[src/rtl/trig_bcd_accum.sv]
// Trigger-driven decimal accumulator: each accepted trigger applies one per-channel op to a binary
// value, locks out for a cooldown window, and a multi-cycle double-dabble drives packed BCD digits.
module trig_bcd_accum #(
  parameter int                  N_TRIG   = 4,
  parameter int                  N_DIGITS = 4,
  parameter int                  COOLDOWN = 1024,
  parameter logic [2*N_TRIG-1:0] OP_TYPE  = 8'b01_01_00_00,
  parameter logic [4*N_TRIG-1:0] OP_CONST = 16'h3_2_3_1,
  parameter bit                  SAT_MODE = 1'b0
) (
  input  logic                  Clk,
  input  logic                  Reset,
  input  logic                  Clear,
  input  logic [N_TRIG-1:0]     Trigger,
  output logic [4*N_DIGITS-1:0] BCD,
  output logic                  Overflow,
  output logic                  Busy,
  output logic                  DispValid,
  output logic [0:0]            dbg_state
);

  localparam int MAXV = 10**N_DIGITS - 1;
  localparam int VW   = $clog2(MAXV + 1);
  localparam int OW   = VW + 4;
  localparam int CW   = (COOLDOWN > 1) ? $clog2(COOLDOWN) : 1;
  localparam int SW   = $clog2(VW + 1);
  localparam int BW   = 4 * N_DIGITS;

  localparam logic [0:0] S_IDLE = 1'b0;
  localparam logic [0:0] S_COOL = 1'b1;

  logic [0:0]        state;
  logic [N_TRIG-1:0] trig_reg;
  logic [VW-1:0]     value;
  logic [CW-1:0]     cnt;
  logic              overflow;
  logic [BW-1:0]     bcd_reg;
  logic              disp_valid;
  logic              conv_start;
  logic              conv_busy;
  logic [SW-1:0]     shift_cnt;
  logic [VW-1:0]     bin_sh;
  logic [BW-1:0]     dig;

  int            sel;
  logic [1:0]    op;
  logic [3:0]    opc;
  logic [OW-1:0] v_ext;
  logic [OW-1:0] c_ext;
  logic [OW-1:0] res;
  logic          over;
  logic          accept;
  logic          write_val;
  logic [VW-1:0] next_val;
  logic [3:0]    nib;
  logic [BW-1:0] adj;
  logic [BW-1:0] dig_next;

  // Lowest set trigger bit picks the channel.
  always_comb begin
    sel = 0;
    for (int i = N_TRIG - 1; i >= 0; i--) begin
      if (Trigger[i]) sel = i;
    end
    op    = OP_TYPE[2*sel +: 2];
    opc   = OP_CONST[4*sel +: 4];
    v_ext = OW'(value);
    c_ext = OW'(opc);
    case (op)
      2'b00:   res = v_ext + c_ext;
      2'b01:   res = v_ext * c_ext;
      2'b10:   res = (v_ext < c_ext) ? '0 : v_ext - c_ext;
      default: res = v_ext;
    endcase
    over     = (res > OW'(MAXV));
    accept   = (state == S_IDLE) && (Trigger != '0) && (Trigger != trig_reg);
    // Without saturation an overflowing result, or any op once overflowed, leaves the value frozen.
    write_val = accept && (op != 2'b11) && (SAT_MODE || (!overflow && !over));
    next_val  = over ? VW'(MAXV) : res[VW-1:0];
  end

  always_comb begin
    nib = '0;
    adj = '0;
    for (int d = 0; d < N_DIGITS; d++) begin
      nib = dig[4*d +: 4];
      adj[4*d +: 4] = (nib >= 4'd5) ? nib + 4'd3 : nib;
    end
    dig_next = {adj[BW-2:0], bin_sh[VW-1]};
  end

  always_ff @(posedge Clk) begin
    if (Reset) begin
      state      <= S_IDLE;
      trig_reg   <= '0;
      value      <= '0;
      cnt        <= '0;
      overflow   <= 1'b0;
      bcd_reg    <= '0;
      disp_valid <= 1'b1;
      conv_start <= 1'b0;
      conv_busy  <= 1'b0;
      shift_cnt  <= '0;
      bin_sh     <= '0;
      dig        <= '0;
    end else if (Clear) begin
      state      <= S_IDLE;
      trig_reg   <= '0;
      value      <= '0;
      cnt        <= '0;
      overflow   <= 1'b0;
      disp_valid <= 1'b0;
      conv_start <= 1'b1;
      conv_busy  <= 1'b0;
    end else begin
      case (state)
        S_IDLE: begin
          if (Trigger == '0) begin
            trig_reg <= '0;
          end else if (accept) begin
            trig_reg <= Trigger;
            state    <= S_COOL;
            cnt      <= '0;
            if (over) overflow <= 1'b1;
            if (write_val) value <= next_val;
          end
        end
        default: begin
          if (cnt == CW'(COOLDOWN - 1)) begin
            state <= S_IDLE;
            cnt   <= '0;
          end else begin
            cnt <= cnt + 1'b1;
          end
        end
      endcase

      // One load cycle then VW shift cycles; a new value write restarts from the load.
      if (write_val) begin
        conv_start <= 1'b1;
        conv_busy  <= 1'b0;
        disp_valid <= 1'b0;
      end else if (conv_start) begin
        conv_start <= 1'b0;
        conv_busy  <= 1'b1;
        bin_sh     <= value;
        dig        <= '0;
        shift_cnt  <= '0;
      end else if (conv_busy) begin
        dig       <= dig_next;
        bin_sh    <= bin_sh << 1;
        shift_cnt <= shift_cnt + 1'b1;
        if (shift_cnt == SW'(VW - 1)) begin
          conv_busy  <= 1'b0;
          bcd_reg    <= dig_next;
          disp_valid <= 1'b1;
        end
      end
    end
  end

  assign BCD       = (!SAT_MODE && overflow) ? {BW{1'b1}} : bcd_reg;
  assign Overflow  = overflow;
  assign Busy      = (state == S_COOL);
  assign DispValid = disp_valid;
  assign dbg_state = state;

endmodule
[config.mk]
export PLATFORM = sky130hd
export DESIGN_NAME = trig_bcd_accum
export DESIGN_NICKNAME = d
export VERILOG_FILES = /design/src/rtl/trig_bcd_accum.sv
export SDC_FILE = /design/constraint.sdc
export NUM_CORES = 1
export LEC_CHECK = 0
export BUFFER_PORTS_ARGS = -buffer_cell sky130_fd_sc_hd__buf_2
export CAP_MARGIN = 20
export CORE_MARGIN = 3
export CORE_UTILIZATION = 56
export DETAILED_ROUTE_END_ITERATION = 6
export GPL_TIMING_DRIVEN = 0
export PLACE_DENSITY = 0.82
export SLEW_MARGIN = 0
export SYNTH_ARGS = -nofsm -noshare
export SYNTH_HDL_FRONTEND = slang
export SYNTH_SLANG_ARGS = --single-unit
[constraint.sdc]
create_clock -name Clk -period 4.1 [get_ports Clk]
set_input_delay 0.41 -clock Clk [delete_from_list [all_inputs] [get_ports Clk]]
set_output_delay 0.41 -clock Clk [all_outputs]
set_load 0.02 [all_outputs]
## Yosys cells after proc, flatten, opt, wreduce, memory -nomap -nowiden

Cells that the tools add are included.

- Shift-type cells: 2
- Add/subtract/negate cells: 8
- Multipliers: 1
- Order comparisons: 6
- Equal/unequal tests: 8
- Bitwise logic cells: 5
- Reduce and logical (&&, ||, !) cells: 24
- Mux-type cells: 38

Operators with widths:

| cell | number |
|---|---|
| case mux 18 bit (3 select lines) | 1 |
| two-way mux 16 bit | 3 |
| two-way mux 14 bit | 3 |
| two-way mux 10 bit | 4 |
| indexed part select 16 x 32 -> 4 bit (first input constant) | 1 |
| indexed part select 8 x 32 -> 2 bit (first input constant) | 1 |
| two-way mux 4 bit | 7 |
| > comparator 18 x 14 -> 1 bit (second input constant) | 1 |
| multiplier 14 x 4 -> 18 bit | 1 |
| two-way mux 18 bit | 1 |
| greater-or-equal comparator 4 x 3 -> 1 bit (second input constant) | 4 |
| adder 14 x 4 -> 15 bit | 1 |
| subtractor 14 x 4 -> 15 bit | 1 |
| < comparator 14 x 4 -> 1 bit | 1 |
| two-way mux 1 bit | 14 |
| adder 4 x 2 -> 4 bit (second input constant) | 3 |
| adder 10 x 1 -> 10 bit (second input constant) | 1 |
| == test 10 bit (second input constant) | 1 |
| two-way mux 2 bit | 4 |
| AND reduction 4 bit | 2 |
| AND reduction 3 bit | 2 |
| nonzero test 2 bit | 3 |
| nonzero test 3 bit | 2 |
| logical AND 1 bit | 5 |
| 18 further kinds | 25 |

- Logic and storage cells: 104
- Flip-flop bits (word level): 83
- Input port bits: 7

## Depth between registers and ports, before layout

Gate-level depths: netlist (run 1).

- Word-level depth: 14
- Depth in mapped cells: 19
- Mapped depth without buffers: 15

## Worst setup path after synthesis (run 1)

No wires, ideal clock.

- Path type: in2reg
- From: input port Trigger[3]
- To: register shift_cnt[3]
- Buffers on the path: 3
- Setup slack: 0.070 ns
- Library setup time: 0.117 ns
- Data arrival time: 3.912 ns
- Data required time: 3.983 ns
- Stages: 18
- Cell sequence: buf_2 > nor3_1 > nor2_1 > clkbuf_1 > ha_1 > ha_1 > ha_1 > fa_1 > a21oi_1 > o211ai_1 > a21boi_0 > xor2_1 > a21oi_1 > nand4_1 > o2111a_1 > buf_6 > a211o_1 > a32o_1

- Longest elaborated chain between the ends: 14
- Elaborated cells between the ends (all ways): 27
- Classes of those cells: add/sub (2); mul (1); order compare (2); eq/ne (4); shift (2); mux (6); bitwise (1); reduce/logical (9)

Ends and longest elaborated chain:

| what | RTL line | RTL |
|---|---|---|
| from (decl) | 14 | `input logic [N_TRIG-1:0] Trigger,` |
| parallel branches: the longest is 11 deep, another holds multiplier 14 x 4 -> 18 bit | - |  |
| logical AND 1 bit * | 78 | `write_val = accept && (op != 2'b11) && (SAT_MODE \|\| (!overflow && !over));` |
| NOT 1 bit (no line) * | - |  |
| AND reduction 3 bit (no line) * | - |  |
| to (signal assigned) | 152 | `shift_cnt <= shift_cnt + 1'b1;` |
| to (decl) | 41 | `logic [SW-1:0] shift_cnt;` |

Every way passes the cells marked *.
A chain may end at the register's enable or synchronous reset.

## Worst setup path after layout (run 1)

- From: input port Trigger[1]
- To: register value[4]

- Longest elaborated chain between the ends: 11
- Elaborated cells between the ends (all ways): 27
- Classes of those cells: add/sub (2); mul (1); order compare (2); eq/ne (4); shift (2); mux (5); bitwise (1); reduce/logical (10)

Ends and longest elaborated chain:

| what | RTL line | RTL |
|---|---|---|
| parallel branches: the longest is 11 deep, another holds multiplier 14 x 4 -> 18 bit | - |  |
| to (signal assigned) | 125 | `if (write_val) value <= next_val;` |
| to (decl) | 34 | `logic [VW-1:0] value;` |

Parallel ways; which one is timed is not known.

==> results of run 1 <==
[per-layer routing]
metal	up-vias	global-route usage
met2	162	0.416
li1	2278	-
met5	-	0
met3	28	0.0392
met1	2257	0.328
met4	0	0.109
[timing repair]
item	CTS	global route
setup buffers	8	3
pin swaps	4	21
setup endpoints to repair	67	67
gates resized for setup	18	32
hold endpoints to repair	0	0
cloned	0	0
[tightest hold or removal path, delay by kind of cell]
family / cells / cell delay, ns
mux: 1 / 0.10
simple gates: 1 / 0.07
buf+inv: 1 / 0.17
[worst paths after layout]
check	startpoint	end	cells after the start
worst min-delay path	Trigger[3]	trig_reg[3]	3
worst max register to register	value[2]	value[4]	16
worst max-delay path	Trigger[1]	value[4]	19
worst min register to register	bcd_reg[10]	bcd_reg[10]	1
[cells in the final DEF, fill, tap and decap left out, types with 12 or more instances in the layout]
master	Yosys	final
buf_4	2	12
a311oi_1	16	15
clkbuf_1	21	18
nor2_1	57	54
a32o_1	12	12
or2_2	17	17
xor2_1	17	17
and2_1	31	29
o2bb2ai_1	17	17
buf_2	8	30
ha_1	39	32
nand2_1	36	36
xnor2_1	12	12
dfxtp_1	83	83
a21oi_1	53	49
inv_1	19	19
mux2i_1	20	20
[where the power goes]
group	internal, mW	leakage, nW	switching (mW)
logic	0.109	1.64	0.182
registers	0.824	0.672	0.0184
clock network	0.254	0.0880	0.297
total	1.19	2.40	0.497
[through the flow]
| stage | total power, mW | setup WS (ns) |
|---|---|---|
| 2_1_floorplan | 1.04 | 0.0704 |
| 3_3_place_gp | 1.10 | -0.729 |
| 3_5_place_dp | 1.11 | -0.813 |
| 4_1_cts | 1.66 | 0.0106 |
| 5_1_grt | 1.74 | -0.119 |
| 6_report | 1.69 | 0.0252 |
[logic make-up after synthesis]
| logic type | share of synthesized area |
|---|---|
| simple gates | 0.210 |
| fa+ha+maj | 0.100 |
| mux | 0.0530 |
| xor+xnor | 0.0482 |
| flops | 0.315 |
| buf+inv | 0.0503 |
| compound gates | 0.223 |
[final cells by class]
cell class,instances,area (um2),share of cell area
clock buffer,11,151,0.0254
buffer,36,209,0.0350
timing repair buffer,34,214,0.0358
sequential,83,1660,0.278
tap,108,135,0.0226
multi-input combinational,463,3490,0.584
clock inverter,5,36.3,0.00608
inverter,20,75.1,0.0126
==> impl_results.md, run 1 <==
- Synth area leader: dfxtp_1
- Status: completed
- GP Congestion: 0.872
- Critical-path cell list: buf_2, nor3_4, nor2_4, buf_4, ha_2, ha_1, ha_2, fa_2, a21oi_4, o21bai_1, xnor2_1, mux2i_1, or3_1, nand4_1, o2111ai_4, buf_6, buf_4, or3_1, a21oi_2
- Wl on met1: 5900 um
- Htree depth: 3
- First-pass iteration count of the detailed router: 5
- Post-CTS Hold Fix Bufs: 0
- Tot GR Track Use: 0.252
- Clock buffer depth: 2
- DP Area: 5520 um2
- Uppermost layer routed: met4
- Measured slew at the worst slew-check pin: 0.899 ns
- TritonCTS buffer count: 9
- Post-synth top area share: 0.315
- Synth Area per Inst: 8.75 um2
- Reg2Reg Setup Slack: 0.23 ns
- Violation count after the first detailed-route iteration: 348
- Drt via density: 6.22
- Vias in the first global route: 4504
- Post-Syn Area: 5270 um2
- Antenna diode count: 0
- Skew final: 0.0139 ns
- Fill count: 730
- Placed Cells: 733
- Post-synth top flop: dfxtp_1
- Cells after Synth: 602
- HPWL after detailed placement: 9500 um
- Nets: 695
- Number of remaining DRC errors: 0
- GRT Residual Overflow: 0
- Detailed-route via count: 4725
- Antenna Nets Post-Route: 0
- Finished Core Util: 0.668
- Final instance area: 5970 um2
- Post-synth top cells: dfxtp_1, nor2_1, a21oi_1
- Die Span X: 103 um
- DR WL met2: 6500 um
- Initial Utilization: 0.590
- Leakage: 2.40 nW
- Routed wire length: 13400 um
- Area Overhead vs Synth: 13.3%
- Yosys warnings: 0
- Min Hold Slack: 0.445 ns
- CP Buf/Inv Count: 4
- Asr flop ratio synth: 0
- Most common cell in the netlist: dfxtp_1
- CTS sink cnt: 83
- Fraction of layout cells with a size suffix above 1: 0.201
- Max-slew headroom: 0.397
- Largest cells by area after synthesis: dfxtp_1, ha_1, a21oi_1, nor2_1, mux2i_1
- Top delay family on crit path: simple AND/OR/NAND/NOR gates
- Skew-Pair Late Insertion Delay: 0.35 ns
- CORE AREA: 8930 um2
- Yosys reg bits: 83
- Seq/Total Area, Yosys: 0.315
- Clock period minus worst slack: 4.07 ns
- CP required: 4.38 ns
- Critical Setup Path Class: in2reg
- Peak VDD IR: 0.000261 V
- Yosys cell types: 66
- Hold Vio Cnt, Final: 0
- Root Buffer: clkbuf_8
- CTS tree: done
- Layout Cells excl Fill: 760
- DR WL/cell: 17.6 um
- WL met3: 670 um
- Final Setup Violations: 0
- Post-synth EDFFs: 0
- IO Count: 27
- Worst path max stage delay: 0.40 ns
- Syn_nets: 650
- CP Data Arrival Time: 4.35 ns
- Hold WC Path Type: in2reg
- Max-slew violations: 0
- IO buf count: 23
- Site Rows: 34
- Die Ht: 103 um
- CTS clock-pin slew for the worst setup and hold paths: 0.08 ns
- Cell Pwr Density: 282 nW/um2
- F_max: 0.245 GHz
- Critical-path top delay cell: fa_2
- Max-cap viol count: 0
- Largest net degree at the start of global routing: 15
- Setup tns final: 0 ns
- Worst setup EP type: register
- Period utilisation layout: 0.994
- Antenna violations before repair: 0
- Setup crit start kind: input port
- Maximum fanout along the worst path: 10
- DIE AREA: 10600 um2
- Global-route wire length before repair: 21300 um
No activity file was read; power rests on OpenSTA's default activity.
==> run 2: changes to the inputs <==
CORE_UTILIZATION = 58   (was 56)
CTS_BUF_LIST = sky130_fd_sc_hd__clkbuf_8   (was not set)
PLACE_DENSITY = not set   (was 0.82)
PLACE_DENSITY_LB_ADDON = 0.25   (was not set)
==> run 2 against run 1 <==
Effect of this change: clock power increased by 14%; sequential power about the same; first-iteration DRC count decreased by 11%; largest power group unchanged.
==> impl_results.md, run 2 (same netlist as run 1, synthesis figures left out) <==
- Status: completed
- Combinational Power Share: 0.164
- Setup crit start kind: input port
- Clock share of power: 0.357
- F_max: 0.252 GHz
- CP Data Arrival Time: 4.23 ns
- First-pass iteration count of the detailed router: 5
- Most common cell after layout, fill and taps aside: dfxtp_1
- Final instance area: 6000 um2
- Total power: 1.76 mW
- Top cell by count, worst path: ha_2
- Violation count after the first detailed-route iteration: 311
- Routed wire length: 13400 um
- Final Setup Violations: 0
- Tot GR Track Use: 0.266
- Psw: 0.520 mW
- Critical Path End: dig[15]
- IO Count: 27
- DR WL/cell: 17.8 um
- Critical Path Stages: 18
- Critical-path cell list: buf_2, nor3_4, nor2_4, ha_2, ha_1, ha_2, fa_2, a21oi_4, o211ai_1, a21boi_1, xor2_1, a21oi_1, nand4_1, buf_4, o2111ai_4, buf_6, o311ai_1, a32o_1
- GP Congestion: 0.896
- Sw frac: 0.296
- Hold WC Path Type: in2reg
- Largest net degree at the start of global routing: 16
- TritonCTS buffer count: 9
- Skew-Pair Late Insertion Delay: 0.36 ns
- Worst R2R Start: value[2]
- Reg2reg end: dig[15]
- CTS tree: done
- Initial Utilization: 0.601
- Peak VDD IR: 0.000199 V
- Pint: 1.24 mW
- Area Overhead vs Synth: 13.8%
- Place WS: -0.928 ns
- CP Buf/Inv Count: 3
- Setup tns final: 0 ns
- Number of remaining DRC errors: 0
- Cell Pwr Density: 293 nW/um2
- Worst setup path startpoint: Trigger[1]
- Max-slew violations: 0
- Maximum fanout along the worst path: 14
- Clock period minus worst slack: 3.97 ns
- Fin worst setup slack: 0.132 ns
- Detailed-route via count: 4739
- Leakage: 2.41 nW
- Leading cell types in the layout, fill and taps excluded: dfxtp_1, nor2_1, a21oi_1
- Register share of total power: 0.479
- Critical Setup Path Class: in2reg
- Worst setup EP type: register
- Max-cap viol count: 0
- CORE AREA: 8760 um2
- GRT Residual Overflow: 0
- Drt via density: 6.27
- Hold Vio Cnt, Final: 0
- Skew final: 0.0178 ns
- Vias in the first global route: 4657
- Worst path max stage delay: 0.42 ns
- DP Area: 5520 um2
- CP required: 4.36 ns
- Antenna diode count: 0
- DIE AREA: 10300 um2
- Die Ht: 101 um
- Site Rows: 34
- Antenna violations before repair: 0
- Die Span X: 101 um
- Htree depth: 3
- Clock buffer depth: 2
- Min Hold Slack: 0.439 ns
- IO buf count: 23
- Period utilisation layout: 0.968
- Reg2Reg Setup Slack: 0.28 ns
- CTS sink cnt: 83
- Root Buffer: clkbuf_8
- Antenna Nets Post-Route: 0
- Fraction of layout cells with a size suffix above 1: 0.198
- Worst Reg2Reg Path Length in Cells: 16
- CTS clock-pin slew for the worst setup and hold paths: 0.10 ns
- Max-slew headroom: 0.373
- Post-CTS Hold Fix Bufs: 0
- Nets: 691
- Top delay family on crit path: compound AO/OA/AOI/OAI gates
- Critical-path top delay cell: fa_2
- Measured slew at the worst slew-check pin: 0.935 ns
- Global-route wire length before repair: 22000 um
- HPWL after detailed placement: 9410 um
==> run 2: cell count changes in the layout (fill, tap and decap cells not counted), moves of 2 or more <==
| cell | delta |
|---|---|
| a21oi_1 | +2 |
| a21oi_2 | -2 |
| buf_2 | -3 |
| buf_4 | -2 |
| clkinvlp_4 | -2 |
| ha_2 | -2 |
| ha_4 | +3 |
| o21ai_1 | -2 |
| o21ai_2 | +2 |
==> run 2: stage by stage <==
stage          cells   util
4_1_cts          756  0.668
6_report         756  0.684
5_1_grt          756  0.684
2_1_floorplan    602      -
3_5_place_dp     733  0.630
3_3_place_gp     733  0.630
==> run 2: power groups by stage <==
| stage | sequential, mW | combinational [mW] | clock [mW] |
|---|---|---|---|
| final | 0.842 | 0.288 | 0.627 |
| after global routing | 0.844 | 0.311 | 0.660 |
| after CTS | 0.842 | 0.267 | 0.628 |
| after detailed placement | 0.860 | 0.248 | 0 |
| after global placement | 0.859 | 0.241 | 0 |
| after floorplan | 0.857 | 0.185 | 0 |
==> run 2: final cells by class <==
cell class              instances  area [um2]
plain buffers                  35         200
clock buffers                  10         138
clock inverters                 6        71.3
fillers                       708        2770
inverters                      20        75.1
multi-input cells             464        3540
flip-flops and latches         83        1660
well taps                     108         135
repair buffers                 30         175
==> run 2: tightest hold or removal path, stage by stage <==
cell	delay, ns
buf_2	0.18
mux2i_1	0.10
nor2_1	0.07
==> run 2: how the worst min path moves through the flow <==
| stage | cells past startpoint | slack, ns | endpoint | start |
|---|---|---|---|---|
| after floorplan | 1 | 0.42 | bcd_reg[2] | bcd_reg[2] |
| after global placement | 1 | 0.44 | bcd_reg[8] | bcd_reg[8] |
| after detailed placement | 1 | 0.44 | bcd_reg[7] | bcd_reg[7] |
| after CTS | 3 | 0.40 | trig_reg[0] | Trigger[0] |
| after global routing | 3 | 0.46 | trig_reg[3] | Trigger[3] |
| final | 3 | 0.44 | trig_reg[3] | Trigger[3] |
==> run 2: timing repair <==
item | 4_1_cts | 5_1_grt
pin swaps | 6 | 21
buffers inserted | 5 | 1
setup endpoints to repair | 67 | 67
gates resized for setup | 22 | 34
gates cloned | 2 | 0
==> run 2: per-layer routing <==
metal	global-route usage	vias up	wire length [um]
met3	0.0441	30	642
met5	0	-	0
met2	0.443	125	6530
met1	0.346	2292	5960
li1	-	2292	-
met4	0.100	0	291
